<file path="src/rtl/magic_nor_sequencer_pkg.sv">
// Shared types and sizing for the MAGIC NOR/NOT crossbar-row sequencer.
// Holds the gate encoding, FSM states and the illegal-gate rule.
package magic_pkg;

  localparam int CELLS      = 16;
  localparam int PROG_DEPTH = 32;
  localparam int AW         = $clog2(CELLS);
  localparam int PW         = $clog2(PROG_DEPTH);

  typedef enum logic [1:0] {
    OP_NOT  = 2'b00,
    OP_NOR  = 2'b01,
    OP_HALT = 2'b10
  } op_e;

  typedef enum logic [1:0] {
    ST_IDLE,
    ST_INIT,
    ST_EVAL,
    ST_DONE
  } state_e;

  typedef struct packed {
    op_e           op;
    logic [AW-1:0] src_a;
    logic [AW-1:0] src_b;
    logic [AW-1:0] dst;
  } gate_t;

  // Both upper encodings (10 and 11) mean HALT.
  function automatic op_e decode_op(logic [1:0] raw);
    return raw[1] ? OP_HALT : op_e'(raw);
  endfunction

  // A gate may not overwrite one of its own inputs, and every used address must exist.
  function automatic logic gate_illegal(gate_t g);
    logic bad_addr;
    logic aliased;
    bad_addr = (int'(g.src_a) >= CELLS) || (int'(g.dst) >= CELLS) ||
               ((g.op == OP_NOR) && (int'(g.src_b) >= CELLS));
    aliased  = (g.dst == g.src_a) || ((g.op == OP_NOR) && (g.dst == g.src_b));
    return bad_addr || aliased;
  endfunction

endpackage

</file>
<file path="src/rtl/magic_nor_sequencer_if.sv">
// Host-side bus of the sequencer: program load, cell access, run control and status.
interface magic_nor_sequencer_if;
  import magic_pkg::*;

  logic          prog_we;
  logic [PW-1:0] prog_addr;
  logic [1:0]    prog_op;
  logic [AW-1:0] prog_src_a;
  logic [AW-1:0] prog_src_b;
  logic [AW-1:0] prog_dst;
  logic          cell_we;
  logic [AW-1:0] cell_addr;
  logic          cell_wdata;
  logic          cell_rdata;
  logic          start;
  logic [PW:0]   prog_len;
  logic          busy;
  logic          done;
  logic          err;
  logic [PW:0]   gate_cnt;

  modport master (
    output prog_we, prog_addr, prog_op, prog_src_a, prog_src_b, prog_dst,
           cell_we, cell_addr, cell_wdata, start, prog_len,
    input  cell_rdata, busy, done, err, gate_cnt
  );

  modport slave (
    input  prog_we, prog_addr, prog_op, prog_src_a, prog_src_b, prog_dst,
           cell_we, cell_addr, cell_wdata, start, prog_len,
    output cell_rdata, busy, done, err, gate_cnt
  );

endinterface

</file>
<file path="src/rtl/magic_cell_row.sv">
// One memristor crossbar row: CELLS bits, a gate write port and a host write port
// selected by host_sel, three combinational gate taps and a registered readback.
module magic_cell_row
  import magic_pkg::*;
(
  input  logic          clk,
  input  logic          rst_n,
  input  logic          host_sel,
  input  logic          gate_we,
  input  logic [AW-1:0] gate_addr,
  input  logic          gate_data,
  input  logic          host_we,
  input  logic [AW-1:0] host_addr,
  input  logic          host_data,
  input  logic [AW-1:0] tap_a_addr,
  input  logic [AW-1:0] tap_b_addr,
  input  logic [AW-1:0] tap_dst_addr,
  output logic          tap_a,
  output logic          tap_b,
  output logic          tap_dst,
  input  logic [AW-1:0] rd_addr,
  output logic          rd_data
);

  logic [CELLS-1:0] cells_q;

  assign tap_a   = cells_q[tap_a_addr];
  assign tap_b   = cells_q[tap_b_addr];
  assign tap_dst = cells_q[tap_dst_addr];

  // NOTE: state is updated with non-blocking assignments so every flop samples
  // pre-edge values; blocking here would let the read register see the new cell.
  always_ff @(posedge clk or negedge rst_n) begin
    if (!rst_n) begin
      cells_q <= '0;
      rd_data <= 1'b0;
    end else begin
      if (host_sel) begin
        if (host_we) cells_q[host_addr] <= host_data;
      end else if (gate_we) begin
        cells_q[gate_addr] <= gate_data;
      end
      rd_data <= cells_q[rd_addr];
    end
  end

endmodule

</file>
<file path="src/rtl/magic_nor_sequencer.sv">
// Replays a NOR/NOT gate list on one crossbar row as INIT/EVAL pairs (MAGIC).
// Owns the FSM, program RAM and run counters; the row itself is magic_cell_row.
module magic_nor_sequencer
  import magic_pkg::*;
(
  input logic                  clk,
  input logic                  rst_n,
  magic_nor_sequencer_if.slave bus
);

  state_e        state_q, state_d;
  logic [PW-1:0] pc_q;
  logic [PW-1:0] pc_inc;
  logic [PW:0]   len_q;
  logic [PW:0]   gate_cnt_q;
  logic          err_q;
  gate_t         prog_mem [PROG_DEPTH];
  gate_t         cur_gate;
  logic          cur_illegal;
  logic          next_halt;
  logic          first_halt;
  logic          last_gate;
  logic          is_idle;
  logic          start_ok;
  logic          stray_req;
  logic          tap_a, tap_b, tap_dst;
  logic          gate_we;
  logic          gate_data;

  assign pc_inc      = pc_q + PW'(1);
  assign cur_gate    = prog_mem[pc_q];
  assign cur_illegal = gate_illegal(cur_gate);
  assign next_halt   = (prog_mem[pc_inc].op == OP_HALT);
  assign last_gate   = ((PW+1)'(pc_q) + (PW+1)'(1)) == len_q;
  assign is_idle     = (state_q == ST_IDLE);
  assign start_ok    = is_idle && bus.start;
  assign stray_req   = bus.prog_we || bus.cell_we || bus.start;

  // HALT costs no cycles: it is resolved on the transition that would enter its INIT.
  // A write to entry 0 in the start cycle is forwarded so it takes effect first.
  assign first_halt = (bus.prog_we && (bus.prog_addr == '0)) ? bus.prog_op[1]
                                                              : (prog_mem[0].op == OP_HALT);

  // NOTE: the program RAM has no reset branch on purpose; its contents are
  // undefined after reset and a reset would block RAM inference.
  always_ff @(posedge clk) begin
    if (is_idle && bus.prog_we) begin
      prog_mem[bus.prog_addr] <= '{op:    decode_op(bus.prog_op),
                                   src_a: bus.prog_src_a,
                                   src_b: bus.prog_src_b,
                                   dst:   bus.prog_dst};
    end
  end

  always_ff @(posedge clk or negedge rst_n) begin
    if (!rst_n) state_q <= ST_IDLE;
    else        state_q <= state_d;
  end

  // NOTE: every always_comb output gets a default first so no path infers a latch.
  always_comb begin
    state_d = state_q;
    case (state_q)
      ST_IDLE: if (bus.start) state_d = ((bus.prog_len == '0) || first_halt) ? ST_DONE : ST_INIT;
      ST_INIT: state_d = ST_EVAL;
      ST_EVAL: state_d = (last_gate || next_halt) ? ST_DONE : ST_INIT;
      ST_DONE: state_d = ST_IDLE;
      default: state_d = ST_IDLE;
    endcase
  end

  always_comb begin
    gate_we   = 1'b0;
    gate_data = 1'b0;
    case (state_q)
      ST_INIT: begin
        gate_we   = !cur_illegal;
        gate_data = 1'b1;
      end
      ST_EVAL: begin
        gate_we   = !cur_illegal;
        gate_data = tap_dst & ~(tap_a | ((cur_gate.op == OP_NOR) & tap_b));
      end
      default: ;
    endcase
  end

  assign bus.busy     = !is_idle;
  assign bus.done     = (state_q == ST_DONE);
  assign bus.err      = err_q;
  assign bus.gate_cnt = gate_cnt_q;

  always_ff @(posedge clk or negedge rst_n) begin
    if (!rst_n) begin
      pc_q       <= '0;
      len_q      <= '0;
      gate_cnt_q <= '0;
      err_q      <= 1'b0;
    end else begin
      if (start_ok) begin
        pc_q       <= '0;
        len_q      <= bus.prog_len;
        gate_cnt_q <= '0;
        err_q      <= 1'b0;
      end
      if (state_q == ST_EVAL) begin
        pc_q <= pc_inc;
        if (cur_illegal) err_q <= 1'b1;
        else             gate_cnt_q <= gate_cnt_q + (PW+1)'(1);
      end
      // Host requests during a run are dropped but flagged.
      if (!is_idle && stray_req) err_q <= 1'b1;
    end
  end

  magic_cell_row u_row (
    .clk          (clk),
    .rst_n        (rst_n),
    .host_sel     (is_idle),
    .gate_we      (gate_we),
    .gate_addr    (cur_gate.dst),
    .gate_data    (gate_data),
    .host_we      (bus.cell_we),
    .host_addr    (bus.cell_addr),
    .host_data    (bus.cell_wdata),
    .tap_a_addr   (cur_gate.src_a),
    .tap_b_addr   (cur_gate.src_b),
    .tap_dst_addr (cur_gate.dst),
    .tap_a        (tap_a),
    .tap_b        (tap_b),
    .tap_dst      (tap_dst),
    .rd_addr      (bus.cell_addr),
    .rd_data      (bus.cell_rdata)
  );

endmodule
</file>
<file path="src/flat_wrapper.sv">
// flat-port wrapper written by rule: the top's interface ports become plain ports
module magic_nor_sequencer_flat import magic_pkg::*;
  (clk, rst_n, bus_prog_we, bus_prog_addr, bus_prog_op, bus_prog_src_a, bus_prog_src_b, bus_prog_dst, bus_cell_we, bus_cell_addr, bus_cell_wdata, bus_start, bus_prog_len, bus_cell_rdata, bus_busy, bus_done, bus_err, bus_gate_cnt);
  magic_nor_sequencer_if bus_i ();
  input logic clk;
  input logic rst_n;
  input wire logic [$bits(bus_i.prog_we)-1:0] bus_prog_we;
  input wire logic [$bits(bus_i.prog_addr)-1:0] bus_prog_addr;
  input wire logic [$bits(bus_i.prog_op)-1:0] bus_prog_op;
  input wire logic [$bits(bus_i.prog_src_a)-1:0] bus_prog_src_a;
  input wire logic [$bits(bus_i.prog_src_b)-1:0] bus_prog_src_b;
  input wire logic [$bits(bus_i.prog_dst)-1:0] bus_prog_dst;
  input wire logic [$bits(bus_i.cell_we)-1:0] bus_cell_we;
  input wire logic [$bits(bus_i.cell_addr)-1:0] bus_cell_addr;
  input wire logic [$bits(bus_i.cell_wdata)-1:0] bus_cell_wdata;
  input wire logic [$bits(bus_i.start)-1:0] bus_start;
  input wire logic [$bits(bus_i.prog_len)-1:0] bus_prog_len;
  output wire logic [$bits(bus_i.cell_rdata)-1:0] bus_cell_rdata;
  output wire logic [$bits(bus_i.busy)-1:0] bus_busy;
  output wire logic [$bits(bus_i.done)-1:0] bus_done;
  output wire logic [$bits(bus_i.err)-1:0] bus_err;
  output wire logic [$bits(bus_i.gate_cnt)-1:0] bus_gate_cnt;
  assign bus_i.prog_we = bus_prog_we;
  assign bus_i.prog_addr = bus_prog_addr;
  assign bus_i.prog_op = bus_prog_op;
  assign bus_i.prog_src_a = bus_prog_src_a;
  assign bus_i.prog_src_b = bus_prog_src_b;
  assign bus_i.prog_dst = bus_prog_dst;
  assign bus_i.cell_we = bus_cell_we;
  assign bus_i.cell_addr = bus_cell_addr;
  assign bus_i.cell_wdata = bus_cell_wdata;
  assign bus_i.start = bus_start;
  assign bus_i.prog_len = bus_prog_len;
  assign bus_cell_rdata = bus_i.cell_rdata;
  assign bus_busy = bus_i.busy;
  assign bus_done = bus_i.done;
  assign bus_err = bus_i.err;
  assign bus_gate_cnt = bus_i.gate_cnt;
  magic_nor_sequencer u_core (.clk(clk), .rst_n(rst_n), .bus(bus_i));
endmodule
</file>
<file path="config.mk">
export PLATFORM = sky130hd
export DESIGN_NAME = magic_nor_sequencer_flat
export DESIGN_NICKNAME = d
export VERILOG_FILES = /design/src/rtl/magic_nor_sequencer_pkg.sv /design/src/rtl/magic_nor_sequencer_if.sv /design/src/rtl/magic_cell_row.sv /design/src/rtl/magic_nor_sequencer.sv /design/src/flat_wrapper.sv
export SDC_FILE = /design/constraint.sdc
export NUM_CORES = 1
export LEC_CHECK = 0
export CORE_UTILIZATION = 50
export CTS_CLUSTER_SIZE = 10
export DETAILED_ROUTE_END_ITERATION = 8
export GPL_TIMING_DRIVEN = 0
export PLACE_DENSITY_LB_ADDON = 0.15
export SYNTH_ARGS = -nofsm -noshare
export SYNTH_HDL_FRONTEND = slang
export SYNTH_SLANG_ARGS = --single-unit
</file>
<file path="constraint.sdc">
create_clock -name clk -period 10.7 [get_ports clk]
set_input_delay 3.21 -clock clk [delete_from_list [all_inputs] [get_ports clk]]
set_output_delay 3.21 -clock clk [all_outputs]
set_load 0.05 [all_outputs]
</file>
==> summary.md, run 1 <==
| Metric | Value |
|---|---|
| Peak VDD IR | `0.000160 V` |
| CP Launch Type | `register` |
| Via count | `12,500` |
| All-layer global routing usage | `27.2%` |
| Die Y-Extent | `207 um` |
| Worst Tran Pin Value | `1.25 ns` |
| Syn_nets | `1,298` |
| PD cells | `230 mW/mm^2` |
| Crit path capture type | `primary output` |
| Unrepaired setup endpoints after global routing | `false` |
| Fin crit share | `54.8%` |
| Hold_buf cts | `0` |
| CP max stage delay | `0.75 ns` |
| Cell row count | `74` |
| Initial antenna violation count | `0` |
| Number of max-cap violations | `0` |
| Final Cell Area | `0.0243 sq mm` |
| Area Overhead vs Synth | `15.6%` |
| Min cycle time layout | `5.87 ns` |
| Setup Crit Path Kind | `reg2out` |
| Share of cells above drive strength 1 | `22.0%` |
| Slew Limit Fails | `0` |
| # IOs | `45` |
| Core Region | `0.0412 sq mm` |
| Final setup margin | `4.83 ns` |
| Initial core utilization | `51.0%` |
| Gr ovfl total | `0` |
| Failing checks | `design-rule violations` |
| Register area share after synthesis | `68.4%` |
| Most frequent CP cell | `inv_1` |
| First-pass GRT wire length | `84,600 um` |
| GP Congestion | `0.911` |
| Hold Path Class | `reg2reg` |
| Diodes inserted | `0` |
| FMAX | `0.170 GHz` |
| #FFs+latches synth | `485` |
| Status | `complete, but fails checks` |
| Wire length after detailed routing | `57,400 um` |
| DRT iter0 DRCs | `1,541` |
| Die ar. | `0.0429 sq mm` |
| Total Nets Final | `1,427` |
| Hold WS | `0.513 ns` |
| Post-Layout Cell Count | `1,934` |
| Mapped cell area | `0.0210 sq mm` |
| Setup violations, final | `0` |
| CTS tree | `done` |
| Final clock skew | `0.0123 ns` |
| Drt first pass iters | `9` |
| Setup TNS | `0 ns` |
| Num CTS Buffers | `55` |
| Die width | `207 um` |
| Drc violations | `6` |
| Critical Path AT | `2.66 ns` |
| Cell total after placement | `1,861` |
| Setup WS pre-CTS | `5.03 ns` |
| Post-synth EDFFs | `448` |
| Leak | `7.81 nW` |
| Worst Path Required | `7.49 ns` |
| Root Buffer | `clkbuf_16` |
| Syn avg cell area | `16.7 sq um` |
| CP max-delay cell | `clkdlybuf4s50_1` |
| Slew HR | `16.4%` |
| Max FO, Critical Path | `10` |
| Post-DRT Antenna Nets | `0` |
| Ys async rst share | `7.63%` |
| CTS H-tree lvls | `2` |
| Placed Area | `0.0228 sq mm` |
| HPWL Detailed | `38,300 um` |
| Synth cell types | `72` |
| Largest net degree at the start of global routing | `35` |
| Gate Count Post-Synth | `1,257` |
| Total Power | `5.60 mW` |
| Hold Vio Cnt, Final | `0` |
| Synth Flop Type | `edfxtp_1` |
| Crit-path cells | `inv_1 > ha_1 > clkbuf_1 > inv_1 > clkdlybuf4s50_1` |
| Clk Latency, worst-skew pair | `0.61 ns` |
| # clock sinks | `485` |
| Port Buffers | `41` |
| Post-DR vias/cell | `6.47` |
| Post-CTS Setup Inserts | `0` |
| Clock tree buffer depth | `3` |
| Yosys warns | `0` |
| CTS resizes | `0` |
| Routed len/inst | `29.7 um` |
| Clk pin slew, worst setup/hold paths | `0.05 ns` |
| Vias in the first global route | `12,500` |
| Util after Layout | `59.0%` |
==> cells in the final DEF, fill, tap and decap left out, types with 8 or more instances in the layout <==
| cell type | n |
|---|---|
| and2_1 | 8 |
| nor2b_1 | 28 |
| clkbuf_16 | 56 |
| clkdlybuf4s50_1 | 40 |
| clkbuf_1 | 30 |
| a22oi_1 | 16 |
| dfrtp_1 | 37 |
| inv_1 | 36 |
| xor2_1 | 8 |
| a41oi_1 | 8 |
| mux2i_1 | 40 |
| a21oi_1 | 22 |
| nand2_1 | 63 |
| nor3b_1 | 14 |
| nand2b_1 | 21 |
| and3_1 | 9 |
| a32oi_1 | 16 |
| o41ai_1 | 8 |
| nand3_1 | 16 |
| buf_16 | 10 |
| o31a_1 | 10 |
| mux4_2 | 96 |
| buf_6 | 10 |
| buf_4 | 13 |
| edfxtp_1 | 448 |
| nor2_2 | 29 |
| mux2_2 | 33 |
| buf_8 | 21 |
| o21ai_0 | 26 |
| nor2_1 | 49 |
| a211oi_1 | 11 |
| o22ai_1 | 22 |
| buf_2 | 15 |
| nor3_1 | 12 |
==> per-layer routing <==
metal / routed length [um] / share of wire [%] / global-route usage (%) / up-vias
met5: 0 / 0 / 0 / -
met4: 2070 / 3.6 / 10.1 / 0
met3: 4940 / 8.6 / 5.28 / 128
met2: 26700 / 46 / 42.4 / 590
met1: 23700 / 41 / 38.4 / 6483
li1: - / - / - / 5303
==> state kept, by name (all words and copies together), names as in the netlist <==
signal	count
u_core.bus.err	1
u_core.bus.gate_cnt	6
u_core.len_q	6
u_core.pc_q	5
u_core.prog_mem	448
u_core.state_q	2
u_core.u_row.cells_q	16
u_core.u_row.rd_data	1
==> layout make-up <==
type	count	area [sq um]
flip-flops and latches	485	14400
fillers	3059	16900
repair buffers	72	993
inverters	36	135
clock buffers	67	1450
plain buffers	65	404
well taps	532	666
clock inverters	6	67.6
multi-input cells	671	6210
==> worst paths after layout <==
kind / slack [ns] / cells past startpoint / end / startpoint
worst max-delay path: 4.83 / 5 / bus_busy / u_core.state_q[0]$_DFFE_PN0P_
worst min-delay path: 0.51 / 2 / u_core.bus.err$_DFF_PN0_ / u_core.bus.err$_DFF_PN0_
worst max register to register: 5.63 / 11 / u_core.u_row.cells_q[10]$_DFFE_PN0P_ / u_core.pc_q[0]$_DFFE_PN0P_
worst min register to register: 0.51 / 2 / u_core.bus.err$_DFF_PN0_ / u_core.bus.err$_DFF_PN0_
max in group asynchronous: 7.82 / 2 / u_core.pc_q[3]$_DFFE_PN0P_ / rst_n
min in group asynchronous: 2.44 / 1 / u_core.u_row.cells_q[11]$_DFFE_PN0P_ / rst_n
==> synthesized netlist by cell type, types with 6 or more instances <==
cell type  number  area (sq um)
buf_4          13          97.6
a22oi_1        16           120
nor3_1         12          60.1
nand2b_1       21           131
inv_1          36           135
nor2_1         81           304
and2_1          8          50.1
mux2_2         33           372
clkbuf_1       20          75.1
o22ai_1        22           138
buf_2          14          70.1
and3_1          9          56.3
dfrtp_1        37           926
xor2_1          8          70.1
mux2i_1        40           400
a32oi_1        16           140
nor2b_1        29           181
buf_1           7          26.3
a41oi_1         8          70.1
nand2_1        63           236
mux4_2         96          2160
xnor2_1         7          61.3
a221oi_1        7          61.3
edfxtp_1      448         13500
o31a_1         10          87.6
buf_6           8          90.1
o41ai_1         8          70.1
a21oi_1        22           110
ha_1            6          75.1
nand3_1        16          80.1
a211oi_1       11          82.6
nor3b_1        14           105
o21ai_0        26           130
==> critical path: cells and delay by family (launching register included) <==
| family | cells | cell delay [ns] |
|---|---|---|
| buffers and inverters | 4 | 1.47 |
| DFF | 1 | 0.41 |
| adders and majority gates | 1 | 0.17 |
==> cell families (layout without fill, tap and decap cells) <==
logic type               Yosys count  after routing  synth area share (%)
adder cells (fa/ha/maj)            6              6                 0.357
AO/OA/AOI/OAI                    189            189                  6.53
XOR/XNOR                          15             15                 0.625
flip-flops                       485            485                  68.4
buffers and inverters            101            246                  2.56
AND/OR/NAND/NOR                  284            284                  6.93
multiplexers                     177            177                  14.6
==> report_power, final <==
part | total, mW | internal (mW) | switching [mW]
Clock | 1.66 | 0.943 | 0.721
Combinational | 1.73 | 0.694 | 1.03
Sequential | 2.21 | 2.14 | 0.0631
(Power assumes the default switching activity.)
==> run 2: changes to the inputs <==
clock period = 4.73 ns   (was 10.7 ns; I/O delays follow)
==> summary.md, run 2 (same netlist as run 1, synthesis figures left out) <==
| Metric | Value |
|---|---|
| Diodes inserted | `0 (unchanged)` |
| Peak VDD IR | `0.000360 V (was 0.000160 V)` |
| Port Buffers | `41 (unchanged)` |
| # clock sinks | `485 (unchanged)` |
| Fin crit share | `96.5%` |
| GP Congestion | `0.911 (unchanged)` |
| Wire length after detailed routing | `57,600 um (was 57,400 um)` |
| Final setup margin | `0.164 ns (was 4.83 ns)` |
| Leading registers by flop count | `u_core.prog_mem x448, u_core.u_row.cells_q x16 (unchanged)` |
| Commonest non-fill, non-tap cells in the layout | `448 x edfxtp_1, 96 x mux4_2, 63 x nand2_1 (unchanged)` |
| Core Region | `0.0412 sq mm (unchanged)` |
| Via count | `12,500 (about the same)` |
| Post-DRT Antenna Nets | `0 (unchanged)` |
| Initial antenna violation count | `1 (was 0)` |
| GR peak layer | `met2 (unchanged)` |
| Cell total after placement | `1,861 (unchanged)` |
| Critical Path AT | `5.10 ns (was 2.66 ns)` |
| Cell row count | `74 (unchanged)` |
| Critical path depth | `17 (was 5)` |
| Area Overhead vs Synth | `15.9% (was 15.6%)` |
| FMAX | `0.219 GHz` |
| Setup Crit Path Kind | `reg2reg (was reg2out)` |
| Routed len/inst | `29.7 um (about the same)` |
| Total Nets Final | `1,430 (was 1,427)` |
| Root Buffer | `clkbuf_16 (unchanged)` |
| Drc violations | `6 (unchanged)` |
| CTS H-tree lvls | `2 (unchanged)` |
| Clk Latency, worst-skew pair | `0.61 ns (about the same)` |
| Share of cells above drive strength 1 | `22.9% (was 22.0%)` |
| Largest delay share family, worst path | `compound AO/OA/AOI/OAI gates (was buffers and inverters)` |
| PD cells | `522 mW/mm^2 (was 230 mW/mm^2)` |
| Clk pin slew, worst setup/hold paths | `0.06 ns (was 0.05 ns)` |
| All-layer global routing usage | `27.2% (about the same)` |
| # IOs | `45 (unchanged)` |
| DRT iter0 DRCs | `1,592 (was 1,541)` |
| WP buf/inv | `7 (was 4)` |
| CP max-delay cell | `nor2_1 (was clkdlybuf4s50_1)` |
| Slew Limit Fails | `0 (unchanged)` |
| M1 GR Usage | `38.3% (was 38.4%)` |
| Post-Layout Cell Count | `1,937 (was 1,934)` |
| Fillers | `3,061 (was 3,059)` |
| Hold_sp | `u_core.bus.err$_DFF_PN0_ (unchanged)` |
| Largest net degree at the start of global routing | `35 (unchanged)` |
| Crit-path cells | `buf_4 > buf_6 > buf_6 > buf_4 > buf_4 > buf_4 > nor2_1 > o2bb2ai_1 > o21bai_1 > a221oi_1 > a31oi_2 > nor2b_1 > a2bb2oi_1 > nand4_2 > buf_2 > o41ai_2 > o31a_1 (was inv_1 > ha_1 > clkbuf_1 > inv_1 > clkdlybuf4s50_1)` |
| Reg2reg path depth | `17 (was 11)` |
| Die width | `207 um (unchanged)` |
| CP Launch Type | `register (unchanged)` |
| Final clock skew | `0.0129 ns (was 0.0123 ns)` |
| Most frequent CP cell | `buf_4 (was inv_1)` |
| Hold Path Class | `reg2reg (unchanged)` |
| Leak | `7.85 nW (was 7.81 nW)` |
| CTS tree | `done (unchanged)` |
| Initial core utilization | `51.0% (unchanged)` |
| Max FFs per register | `448 (unchanged)` |
| Leading cell type in the layout, fill and taps excluded | `edfxtp_1 (unchanged)` |
| CP max stage delay | `0.49 ns (was 0.75 ns)` |
| GR met2 Demand/Resource | `42.7% (was 42.4%)` |
| Num CTS Buffers | `55 (unchanged)` |
| Worst Tran Pin Value | `1.27 ns (was 1.25 ns)` |
| Worst hold endpoint | `u_core.bus.err$_DFF_PN0_ (unchanged)` |
| Failing checks | `design-rule violations (unchanged)` |
| Min cycle time layout | `4.57 ns` |
| Max FO, Critical Path | `10 (unchanged)` |
| Hold Vio Cnt, Final | `0 (unchanged)` |
| Largest Register | `u_core.prog_mem (unchanged)` |
| Setup violations, final | `0 (unchanged)` |
| RR Startpoint | `u_core.pc_q[2]$_DFFE_PN0P_ (was u_core.pc_q[0]$_DFFE_PN0P_)` |
| Status | `complete, but fails checks (unchanged)` |
| Vias in the first global route | `12,600 (was 12,500)` |
| R2R Path End | `u_core.u_row.cells_q[14]$_DFFE_PN0P_ (was u_core.u_row.cells_q[10]$_DFFE_PN0P_)` |
| Drt first pass iters | `9 (unchanged)` |
| Slew HR | `14.8% (was 16.4%)` |
| Met3 GRT Util | `5.34% (was 5.28%)` |
| Gr ovfl total | `0 (unchanged)` |
| Die ar. | `0.0429 sq mm (unchanged)` |
| Clock tree buffer depth | `3 (unchanged)` |
| Die Y-Extent | `207 um (unchanged)` |
| Crit path capture type | `register (was primary output)` |
| R2R Setup Slk | `0.16 ns (was 5.63 ns)` |
| First-pass GRT wire length | `84,600 um (about the same)` |
| Post-DR vias/cell | `6.47 (about the same)` |
| Setup WS pre-CTS | `-0.188 ns (was 5.03 ns)` |
| HPWL Detailed | `38,300 um (unchanged)` |
| Hold Path Stages | `2 (unchanged)` |
| Worst Path Required | `5.27 ns (was 7.49 ns)` |
| Number of max-cap violations | `0 (unchanged)` |
[run 2: final cells by class]
class	instances	area [sq um]	share of cell area [%]
Clock buffer	67	1450	5.96
Buffer	64	412	1.69
Clock inverter	6	67.6	0.277
Timing Repair Buffer	76	1020	4.20
Inverter	36	135	0.555
Tap cell	532	666	2.73
Sequential cell	485	14400	59.0
Multi-Input combinational cell	671	6230	25.6
[run 2: what timing repair did]
item | CTS | global route
setup endpoints to repair | 13 | 19
hold buffers | 0 | 0
setup buffers | 2 | 2
gates resized for setup | 2 | 14
pin swaps | 0 | 1
cloned | 0 | 0
[run 2: how the worst max path moves through the flow]
stage | slack, ns | startpoint | end
floorplan | 1.25 | u_core.pc_q[4]$_DFFE_PN0P_ | u_core.u_row.cells_q[3]$_DFFE_PN0P_
global placement | -0.26 | u_core.pc_q[0]$_DFFE_PN0P_ | u_core.u_row.cells_q[6]$_DFFE_PN0P_
detailed placement | -0.19 | u_core.pc_q[0]$_DFFE_PN0P_ | u_core.u_row.cells_q[14]$_DFFE_PN0P_
CTS | 0.05 | u_core.pc_q[0]$_DFFE_PN0P_ | u_core.state_q[1]$_DFFE_PN0P_
global route | -0.006 | u_core.pc_q[2]$_DFFE_PN0P_ | u_core.u_row.cells_q[4]$_DFFE_PN0P_
finish | 0.16 | u_core.pc_q[2]$_DFFE_PN0P_ | u_core.u_row.cells_q[14]$_DFFE_PN0P_
[run 2: worst min-delay path, cell delays in order, from the launching register on]
cell      delay (ns)
dfrtp_1         0.34
nand2b_1        0.06
o221ai_1        0.06
[run 2: power by group]
group	internal [mW]	leakage (nW)	switching, mW
registers	4.85	4.51	0.144
logic	1.61	2.60	2.35
clock network	2.13	0.741	1.63
total	8.58	7.85	4.13
[run 2: through the flow]
stage | util, % | TNS (ns) | power [mW] | cell area, sq um | hold WS [ns]
CTS | 59.0 | 0 | 12.7 | 24300 | 0.514
global placement | 53.7 | -10.50 | 8.89 | 22100 | 0.499
finish | 59.1 | 0 | 12.7 | 24400 | 0.509
floorplan | - | 0 | 7.73 | 21000 | 0.490
detailed placement | 55.3 | -1.64 | 8.94 | 22800 | 0.497
global route | 59.1 | -0.00603 | 13.2 | 24400 | 0.528
[run 2: layer usage]
metal  vias up  share of wire, %
met2       622                47
met4         0               3.4
met5         -                 0
met1      6508                42
met3       111               8.2
li1       5293                 -
